**src/rtl/map_table.sv**
```systemverilog
// Register rename map: tracks, per architectural register, which in-flight ROB
// entry will produce it and whether that result has been broadcast yet.
module map_table #(
  parameter  int unsigned ROB_LEN   = 8,
  parameter  int unsigned NUM_AREGS = 32,
  localparam int unsigned TAG_W     = (ROB_LEN > 1) ? $clog2(ROB_LEN) : 1,
  localparam int unsigned IDX_W     = 5
) (
  input  logic             clock,
  input  logic             reset,
  input  logic             stall,
  input  logic             dp_valid,
  input  logic [IDX_W-1:0] dp_dest_idx,
  input  logic [TAG_W-1:0] dp_rob_tag,
  input  logic             dp_rob_full,
  input  logic [IDX_W-1:0] rs1_idx,
  input  logic [IDX_W-1:0] rs2_idx,
  input  logic             cdb_valid,
  input  logic [TAG_W-1:0] cdb_tag,
  input  logic             rt_valid,
  input  logic [TAG_W-1:0] rt_head_idx,
  input  logic             squash,
  output logic [TAG_W-1:0] rs1_tag,
  output logic [TAG_W-1:0] rs2_tag,
  output logic             rs1_renamed,
  output logic             rs2_renamed,
  output logic             rs1_ready,
  output logic             rs2_ready
);

  logic [NUM_AREGS-1:0][TAG_W-1:0] tag_q, tag_d;
  logic [NUM_AREGS-1:0]            renamed_q, renamed_d;
  logic [NUM_AREGS-1:0]            ready_q, ready_d;
  logic                            dp_we;

  // Per-entry update; priority squash > dispatch > retire > CDB.
  always_comb begin
    tag_d     = tag_q;
    renamed_d = renamed_q;
    ready_d   = ready_q;
    dp_we     = dp_valid & ~stall & ~dp_rob_full & (dp_dest_idx != '0);
    for (int unsigned r = 0; r < NUM_AREGS; r++) begin
      if (squash) begin
        tag_d[r]     = '0;
        renamed_d[r] = 1'b0;
        ready_d[r]   = 1'b0;
      end else if (dp_we && (dp_dest_idx == IDX_W'(r))) begin
        tag_d[r]     = dp_rob_tag;
        renamed_d[r] = 1'b1;
        ready_d[r]   = 1'b0;
      end else if (rt_valid && renamed_q[r] && (tag_q[r] == rt_head_idx)) begin
        // A re-renamed entry holds a newer tag, so a stale retire misses here.
        tag_d[r]     = '0;
        renamed_d[r] = 1'b0;
        ready_d[r]   = 1'b0;
      end else if (cdb_valid && renamed_q[r] && (tag_q[r] == cdb_tag)) begin
        ready_d[r]   = 1'b1;
      end
    end
  end

  always_ff @(posedge clock) begin
    if (reset) begin
      tag_q     <= '0;
      renamed_q <= '0;
      ready_q   <= '0;
    end else begin
      tag_q     <= tag_d;
      renamed_q <= renamed_d;
      ready_q   <= ready_d;
    end
  end

  // Source lookups from registered state; x0 always reads zeros, CDB is bypassed.
  always_comb begin
    rs1_tag     = '0;
    rs1_renamed = 1'b0;
    rs1_ready   = 1'b0;
    rs2_tag     = '0;
    rs2_renamed = 1'b0;
    rs2_ready   = 1'b0;
    for (int unsigned r = 1; r < NUM_AREGS; r++) begin
      if (rs1_idx == IDX_W'(r)) begin
        rs1_tag     = tag_q[r];
        rs1_renamed = renamed_q[r];
        rs1_ready   = renamed_q[r] & (ready_q[r] | (cdb_valid & (tag_q[r] == cdb_tag)));
      end
      if (rs2_idx == IDX_W'(r)) begin
        rs2_tag     = tag_q[r];
        rs2_renamed = renamed_q[r];
        rs2_ready   = renamed_q[r] & (ready_q[r] | (cdb_valid & (tag_q[r] == cdb_tag)));
      end
    end
  end

endmodule

```
**config.mk**
```make
export PLATFORM = sky130hd
export DESIGN_NAME = map_table
export DESIGN_NICKNAME = d
export VERILOG_FILES = /design/src/rtl/map_table.sv
export SDC_FILE = /design/constraint.sdc
export NUM_CORES = 1
export LEC_CHECK = 0
export CORE_MARGIN = 2
export CORE_UTILIZATION = 54
export CTS_CLUSTER_DIAMETER = 150
export DETAILED_ROUTE_END_ITERATION = 8
export PLACE_DENSITY = 0.75
export SLEW_MARGIN = 20
export SYNTH_ARGS = -nofsm -noshare
export SYNTH_HDL_FRONTEND = slang
export SYNTH_SLANG_ARGS = --single-unit
```
**constraint.sdc**
```tcl
create_clock -name clock -period 5.5 [get_ports clock]
set_input_delay 1.1 -clock clock [delete_from_list [all_inputs] [get_ports clock]]
set_output_delay 1.1 -clock clock [all_outputs]
set_load 0.05 [all_outputs]
```
==> results of run 1 <==
-- cell type report --
type,instances,area [sq um]
Inverter,26,97.6
Fill cell,2005,8560
Tap cell,280,350
Clock buffer,17,425
Antenna cell,1,2.50
Multi-Input combinational cell,1264,8140
Clock inverter,15,198
Timing Repair Buffer,91,881
Sequential cell,155,3100
-- critical path, delay by kind of cell --
family,cells,cell delay (ps)
compound gates,5,1230
buf+inv,2,1030
simple gates,2,710
-- cells by family (layout without fill, tap and decap cells) --
kind of cell	Yosys count	after routing	synth area share
simple gates	558	558	0.234
compound gates	478	478	0.266
xor+xnor	186	186	0.137
flops	155	155	0.260
buf+inv	149	149	0.0589
mux	42	42	0.0434
other cells	0	1	0
-- power by group --
group | leakage (uW) | internal [uW] | switching, uW
logic | 0.00328 | 183 | 358
clock network | 0.000297 | 624 | 639
registers | 0.00125 | 1120 | 2.06
total | 0.00482 | 1930 | 999
-- through the flow --
| step | area [sq um] | utilization |
|---|---|---|
| floorplan | 11900 | - |
| global placement | 12600 | 0.577 |
| detailed placement | 12600 | 0.577 |
| CTS | 13200 | 0.606 |
| global route | 13200 | 0.606 |
| finish | 13200 | 0.606 |
-- state kept, by name, summed over array words and instances, names as in the netlist --
signal	flops
renamed_q	31
ready_q	31
tag_q	93
-- layer usage --
metal	routed length, um	part of all wire	global-route usage
met5	26	0.00053	0
met2	20600	0.42	0.607
met4	1680	0.034	0.134
met3	6790	0.14	0.110
met1	20400	0.41	0.589
-- worst paths after layout --
kind	endpoint	slack, ps	cells after the start
setup reg to reg	tag_q[21]	3790	5
setup / recovery	rs1_tag[2]	330	9
hold reg to reg	ready_q[12]	470	1
hold / removal	ready_q[12]	470	1
-- cells in the final DEF, fill, tap and decap left out, types with 12 or more instances in the layout --
cell	n
nor3_1	39
and3_1	28
nand2_1	181
nor4_1	17
o211ai_1	12
o21a_1	24
nand2b_1	19
o21ai_1	22
a22o_1	35
nand3_1	31
mux2i_1	18
xnor2_1	62
a22oi_1	14
nand4_1	35
buf_4	50
clkbuf_16	17
nor2_1	117
nor2b_1	30
dfxtp_1	155
inv_1	23
o21ai_0	112
xor2_1	123
buf_12	13
a21oi_1	103
o22ai_1	16
a211oi_1	15
clkdlybuf4s50_1	21
==> run metrics, run 1 <==
status=finished clean; TritonCTS clock tree=built; final setup TNS=0 ps; CTS clk-pin slew, worst paths=~60 ps; #FFs+latches synth=155; clk root buf=clkbuf_16; number of setup violations in the final report=0; final total power=about 2900 uW; GRT Total Usage=0.414; Final nets=1,587; worst-margin pin slew=~1200 ps; Relative slew margins=0.209; Power Density=around 220 nW/um^2; RSZ-0062 raised after global routing=false; synth warn=0; total gr overflow=0; htree depth=4; largest net degree at the start of global routing=40; Unique masters post-synth=between 80 and 90; Async SR Flop Fraction=0; drt first-iter violations=1,594; crit path time final=5170 ps; Post-CTS Hold Buffers=0; First-pass DRT Iterations=6; initial antenna violation count=2; Initial Utilization=0.548; synth cell count leaders=nand2_1 (184), dfxtp_1 (155), xor2_1 (123); clk sinks=155; Row Count=54; Via Count=12,820; worst hold slack=474 ps; final worst slack=330 ps; Mapped Area=roughly 12,000 sq um; syn avg cell area=approximately 7.6 sq um; worst setup path category=in -> out; WL final=49.5 mm; post-synthesis sequential area ratio=0.260; RR Startpoint=tag_q[22]; die height=between 150 and 200 um; worst hold start=ready_q[12]; die width=around 150 um; CP max FO=14; Final Hold Vio Count=0; Post-Place Cells=1,816; routability congestion estimate=~1.0; number of flops mapped to enable cells by yosys=0; worst setup path start=rs1_idx[3]; drt wl/cell=between 20 and 30 um; top cells by area in the synthesized netlist=dfxtp_1 (26%), xor2_1 (9.0%), nand2_1 (5.8%); Slew Limit Fails=0; Worst Setup End Kind=output port; Fmax achieved=193 MHz; CTS buffer count=17; Max VDD drop=0.182 mV; Post-DRT Antenna Nets=0; Post-CTS Setup Inserts=0; Leakage=0.00482 uW; post-route insts no fill=between 1,500 and 2,000; Final period util=0.940; WP data arrival=4070 ps; Clock Path Buffers=2; die area=23,300 sq um; core area=21,800 sq um; crit-path cells=clkdlybuf4s50_1, nor3b_2, nand2_1, o21ai_0, a221oi_1, o211a_1, a211oi_1, o21ai_1, buf_12; first-pass GRT wire length=between 70 and 80 mm; syn_nets=1,600; post-cts repair resize count=0; Remaining DRCs=0; DP Wirelength=35.8 mm; Via-to-Cell Ratio=6.93; critical path data required time=4400 ps; Setup Slack @ Placement=348 ps; Post-Syn Instances=1,568; critical path startpoint category=input port; Port-buffer cells=41; vias in the first global route=11,760; post-synth top area share=0.260; I/O pin count=42; Post-synth top flop=dfxtp_1; max-cap violations=0; slowest cell on the critical path=clkdlybuf4s50_1; fraction of layout cells with a size suffix above 1=0.0906; Worst Hold Class=reg -> reg; largest area contributor in the netlist=dfxtp_1; CP max stage delay=~840 ps; Clock Skews=19.0 ps; worst skew pair latency=approximately 440 ps; top-count cell post-synth=nand2_1; Syn-to-layout area delta=10.6%
Power figures use the tool's default switching activity.
==> inputs of run 2 (changes only) <==
Settings changed: SETUP_SLACK_MARGIN set to 0.02.
==> results of run 2 <==
No change in the layout: final DEF, timing and power equal those of run 1.
==> inputs of run 3 (changes only) <==
Settings changed: CORE_ASPECT_RATIO set to 1.4, SETUP_SLACK_MARGIN 0.02 to 0.15.
==> run 3 against run 2 <==
Effect of this change:
- setup slack got worse by 22 ps
- global-route usage grew 0.66 points
- highest routed layer is now met4
- core utilization fell by 0.37 points
- via count decreased by 0.31%
- largest power group unchanged
- first-iteration DRC count fell by 3.6%
- combinational power decreased by 2%
- critical path depth rose by 1
- final cell count grew 0.43%
==> run metrics, run 3 (synthesis gave the netlist of run 1 again) <==
status=finished clean; first-pass GRT wire length=73.8 mm; Slew Limit Fails=0; die area=approximately 23,000 sq um; crit path time final=5190 ps; Worst Hold Class=reg -> reg; I/O pin count=42; worst setup path category=in -> out; drt wl/cell=26.6 um; post-cts repair resize count=0; Row Count=64; Final Hold Vio Count=0; Remaining DRCs=0; FILL cells=2,073; vias in the first global route=12,161; Port-buffer cells=41; Relative slew margins=0.243; htree depth=4; worst skew pair latency=450 ps; max-cap violations=0; Worst Setup End Kind=output port; biggest regs=tag_q (93), ready_q (31), renamed_q (31); Clock Skews=7.91 ps; Power Density=215 nW/um^2; routability congestion estimate=approximately 1.1; critical path data required time=roughly 4400 ps; worst hold slack=460 ps; Final period util=0.944; WL final=between 40 and 50 mm; clk root buf=clkbuf_16; die width=130 um; crit-path cells=clkdlybuf4s50_1, buf_4, and3b_1, a22oi_1, o22a_1, a222oi_1, o221ai_1, a32oi_1, o31a_1, buf_12; CTS buffer count=17; Via Count=12,780; max reg flops=93; final setup TNS=0 ps; largest register by flop count=tag_q; CTS clk-pin slew, worst paths=60 ps; Final nets=1,579; Syn-to-layout area delta=10.0%; largest net degree at the start of global routing=62; CP max stage delay=730 ps; Fmax achieved=193 MHz; Setup Slack @ Placement=433 ps; critical path startpoint category=input port; GRT Total Usage=0.420; Initial Utilization=0.548; Leakage=around 0.0048 uW; Post-CTS Hold Buffers=0; core area=21,800 sq um; worst-margin pin slew=1130 ps; slowest cell on the critical path=clkdlybuf4s50_1; TritonCTS clock tree=built; final worst slack=~310 ps; Post-DRT Antenna Nets=0; Max VDD drop=0.225 mV; CP max FO=15; RR Startpoint=tag_q[81]; RSZ-0062 raised after global routing=false; clk sinks=155; Clock Path Buffers=2; Post-CTS Setup Inserts=0; number of setup violations in the final report=0; total gr overflow=0; WP data arrival=4090 ps; First-pass DRT Iterations=7; Via-to-Cell Ratio=6.88; Worst R2R Setup Slack=3730 ps; drt first-iter violations=1,537; worst reg2reg endpoint=ready_q[27]; final total power=2820 uW; commonest cells after routing, fill and taps aside=nand2_1 (184), dfxtp_1 (155), xor2_1 (123); R2R cell count=4; commonest non-fill, non-tap cell in the layout=nand2_1; initial antenna violation count=0; worst setup path start=rs1_idx[3]; CP Capture Point=rs1_tag[0]; diode count=0; fraction of layout cells with a size suffix above 1=0.0840; DP Wirelength=36.2 mm; die height=180 um
-- run 3: area by class of cell --
type / count / area, sq um / area share
Clock buffer: 18 / 439 / 0.0335
Inverter: 26 / 97.6 / 0.00743
Multi-Input combinational cell: 1264 / 8130 / 0.619
Tap cell: 297 / 372 / 0.0283
Sequential cell: 155 / 3100 / 0.236
Clock inverter: 14 / 135 / 0.0103
Timing Repair Buffer: 83 / 853 / 0.0650
-- run 3: critical path: cells and delay by family --
kind | cells | cell delay [ps]
buffers and inverters | 3 | 1180
and+or+nand+nor | 1 | 390
AOI/OAI and AO/OA | 6 | 1400
-- run 3: how the worst min path moves through the flow --
| stage | endpoint | slack, ps | from | cells past startpoint |
|---|---|---|---|---|
| 3_3_place_gp | ready_q[12] | 440 | ready_q[12] | 1 |
| 2_1_floorplan | ready_q[12] | 430 | ready_q[12] | 1 |
| 3_5_place_dp | ready_q[12] | 450 | ready_q[12] | 1 |
| 6_report | ready_q[12] | 460 | ready_q[12] | 1 |
| 4_1_cts | ready_q[12] | 460 | ready_q[12] | 1 |
| 5_1_grt | ready_q[1] | 490 | ready_q[1] | 1 |
-- run 3: routing by layer --
layer	track usage	vias up	routed length, um
met5	0	-	0
met4	0.326	0	4570
met3	0.0673	240	3820
met2	0.697	781	23600
met1	0.471	6100	17400
li1	-	5659	-
-- run 3: stage by stage --
| stage | util | area [sq um] | cells |
|---|---|---|---|
| final | 0.603 | 13100 | 1857 |
| after floorplan | - | 11900 | 1568 |
| after detailed placement | 0.576 | 12600 | 1825 |
| after CTS | 0.603 | 13100 | 1857 |
| after global routing | 0.603 | 13100 | 1857 |
| after global placement | 0.576 | 12600 | 1825 |
-- run 3: power by group --
group          internal (uW)  total [uW]  switching, uW
combinational            181         529            348
clock                    643        1170            527
sequential              1120        1120           2.09
==> edit: new RTL, settings of run 2 <==
Change the parameter `ROB_LEN` from 8 to 16.
--- a/src/rtl/map_table.sv
+++ b/src/rtl/map_table.sv
@@ -1,7 +1,7 @@
 // Register rename map: tracks, per architectural register, which in-flight ROB
 // entry will produce it and whether that result has been broadcast yet.
 module map_table #(
-  parameter  int unsigned ROB_LEN   = 8,
+  parameter  int unsigned ROB_LEN   = 16,
   parameter  int unsigned NUM_AREGS = 32,
   localparam int unsigned TAG_W     = (ROB_LEN > 1) ? $clog2(ROB_LEN) : 1,
   localparam int unsigned IDX_W     = 5
Interface: changed (5 resized); port bits go from 42 to 47. The function was not compared with the original's and may differ.
==> edit against run 2 <==
- the flow now finishes with violations (DRC)
- sequential cell count grew 31
- worst setup slack got worse by 0.15 ns
- routed wire length rose by 31%
- count of clock-buffer cells in the layout rose by 1
- power grew 13%
- area after synthesis is 18% higher
- design area grew 17%
- highest routed layer is now met4
==> edit: results (changes against run 2) <==
status -> finished, violations left
failing checks -> DRC
Worst slew margin -> 0.131 (-0.0776)
initial antenna violation count -> 0 (-2)
Peak VDD IR -> 0.174 mV (-4.7%)
Tot GR Track Use -> 0.468 (+0.0547)
share of layout cells above drive strength 1 -> 0.102 (+0.0114)
final WL -> 64900 um (+31%)
design area -> 15400 um2 (+17%)
DRT Pass-1 Iters -> 9 (+3)
Setup WS pre-CTS -> 0.295 ns (-0.0524 ns)
critical path data arrival time -> 4.22 ns (+0.15 ns)
CP startpoint -> rs1_idx[2]
Post-DP HPWL -> 46800 um (+31%)
main flop type after synthesis -> dfxtp_1
DR iter-0 viols -> 2573 (+61%)
TritonCTS Buffers -> 17 (unchanged)
detailed-route via count -> 15800 (+23%)
Clock Skews -> 0.0145 ns (-0.00442 ns)
top cells by count, synth -> 186 x dfxtp_1, 154 x nand2_1, 149 x nor2_1
fillers -> 2380 (+19%)
leak pwr -> 5.64 nW (+17%)
Syn Area/Cell -> 7.77 um2 (+2.0%)
first-pass GRT wire length -> 93800 um (+27%)
Wirelength per Cell -> 30.2 um (+13%)
CP Max Fanout -> 13 (-1)
RR Startpoint -> tag_q[58]
dpl cells -> 2117 (+17%)
number of global-route vias before repair -> 14500 (+23%)
largest net degree at the start of global routing -> 47 (+18%)
Crit path largest cell delay -> 0.65 ns (-0.19 ns)
clk slew on worst S/H paths -> 0.09 ns (+0.03 ns)
port buffer count -> 46 (+12%)
post-synthesis net count -> 1848 (+16%)
gp weighted congestion -> 1.12 (+7.8%)
DR DRC count -> 9 (+9)
count of different cell masters after synthesis -> 81 (-2.4%)
number of diodes -> 0 (-1)
switching share of total power -> 0.342 (+0.000463)
hold path start -> ready_q[22]
Worst path top cell family by delay -> simple AND/OR/NAND/NOR gates
top cells by area, synth -> dfxtp_1 26%, xor2_1 7.7%, a22o_1 6.2%
clk root buf -> clkbuf_16
Top Registers -> tag_q (124), ready_q (31), renamed_q (31)
Clk Latency, worst-skew pair -> 0.46 ns (+0.02 ns)
register area share after synthesis -> 0.264 (+0.00445)
-- edit: timing repair --
item                       CTS  global route
buffers inserted             0             0
setup endpoints to repair    0             1
resized for setup            0             1
-- edit: path summary, 6_finish.rpt --
kind / endpoint / slack [ns] / cells after the start
setup / recovery: rs1_ready / 0.18 / 11
hold / removal: ready_q[22] / 0.47 / 2
setup reg to reg: tag_q[58] / 3.41 / 3
hold reg to reg: ready_q[22] / 0.47 / 2
-- edit: cell type report --
class                      count  share of cell area
clock inverter                14              0.0109
clock buffer                  18              0.0285
sequential                   186               0.241
multi-input combinational   1413               0.603
tap                          335              0.0272
inverter                      57              0.0139
timing repair buffer         126              0.0749
-- edit: logic make-up after synthesis --
family | synth area share
AO/OA/AOI/OAI | 0.305
buffers and inverters | 0.0753
AND/OR/NAND/NOR | 0.195
flip-flops | 0.264
XOR/XNOR | 0.109
multiplexers | 0.0507
-- edit: power by group through the flow --
stage / Combinational [mW] / Sequential (mW) / Clock [mW]
6_report: 0.646 / 1.35 / 1.33
5_1_grt: 0.666 / 1.35 / 1.36
4_1_cts: 0.616 / 1.35 / 1.32
3_5_place_dp: 0.614 / 1.38 / 0
3_3_place_gp: 0.611 / 1.38 / 0
2_1_floorplan: 0.381 / 1.38 / 0
-- edit: worst reg2reg max path: stages (launching register included) --
cell and delay, ns:
dfxtp_1 0.58, xor2_1 0.12, o41ai_1 1.00, o22ai_1 0.22
-- edit: layer usage --
layer	vias up	part of all wire	track usage	wire length (um)
met3	312	0.12	0.116	8010
met5	-	0	0	0
met4	0	0.078	0.328	5080
li1	6685	-	-	-
met1	7462	0.37	0.588	24200
met2	1312	0.43	0.701	27600
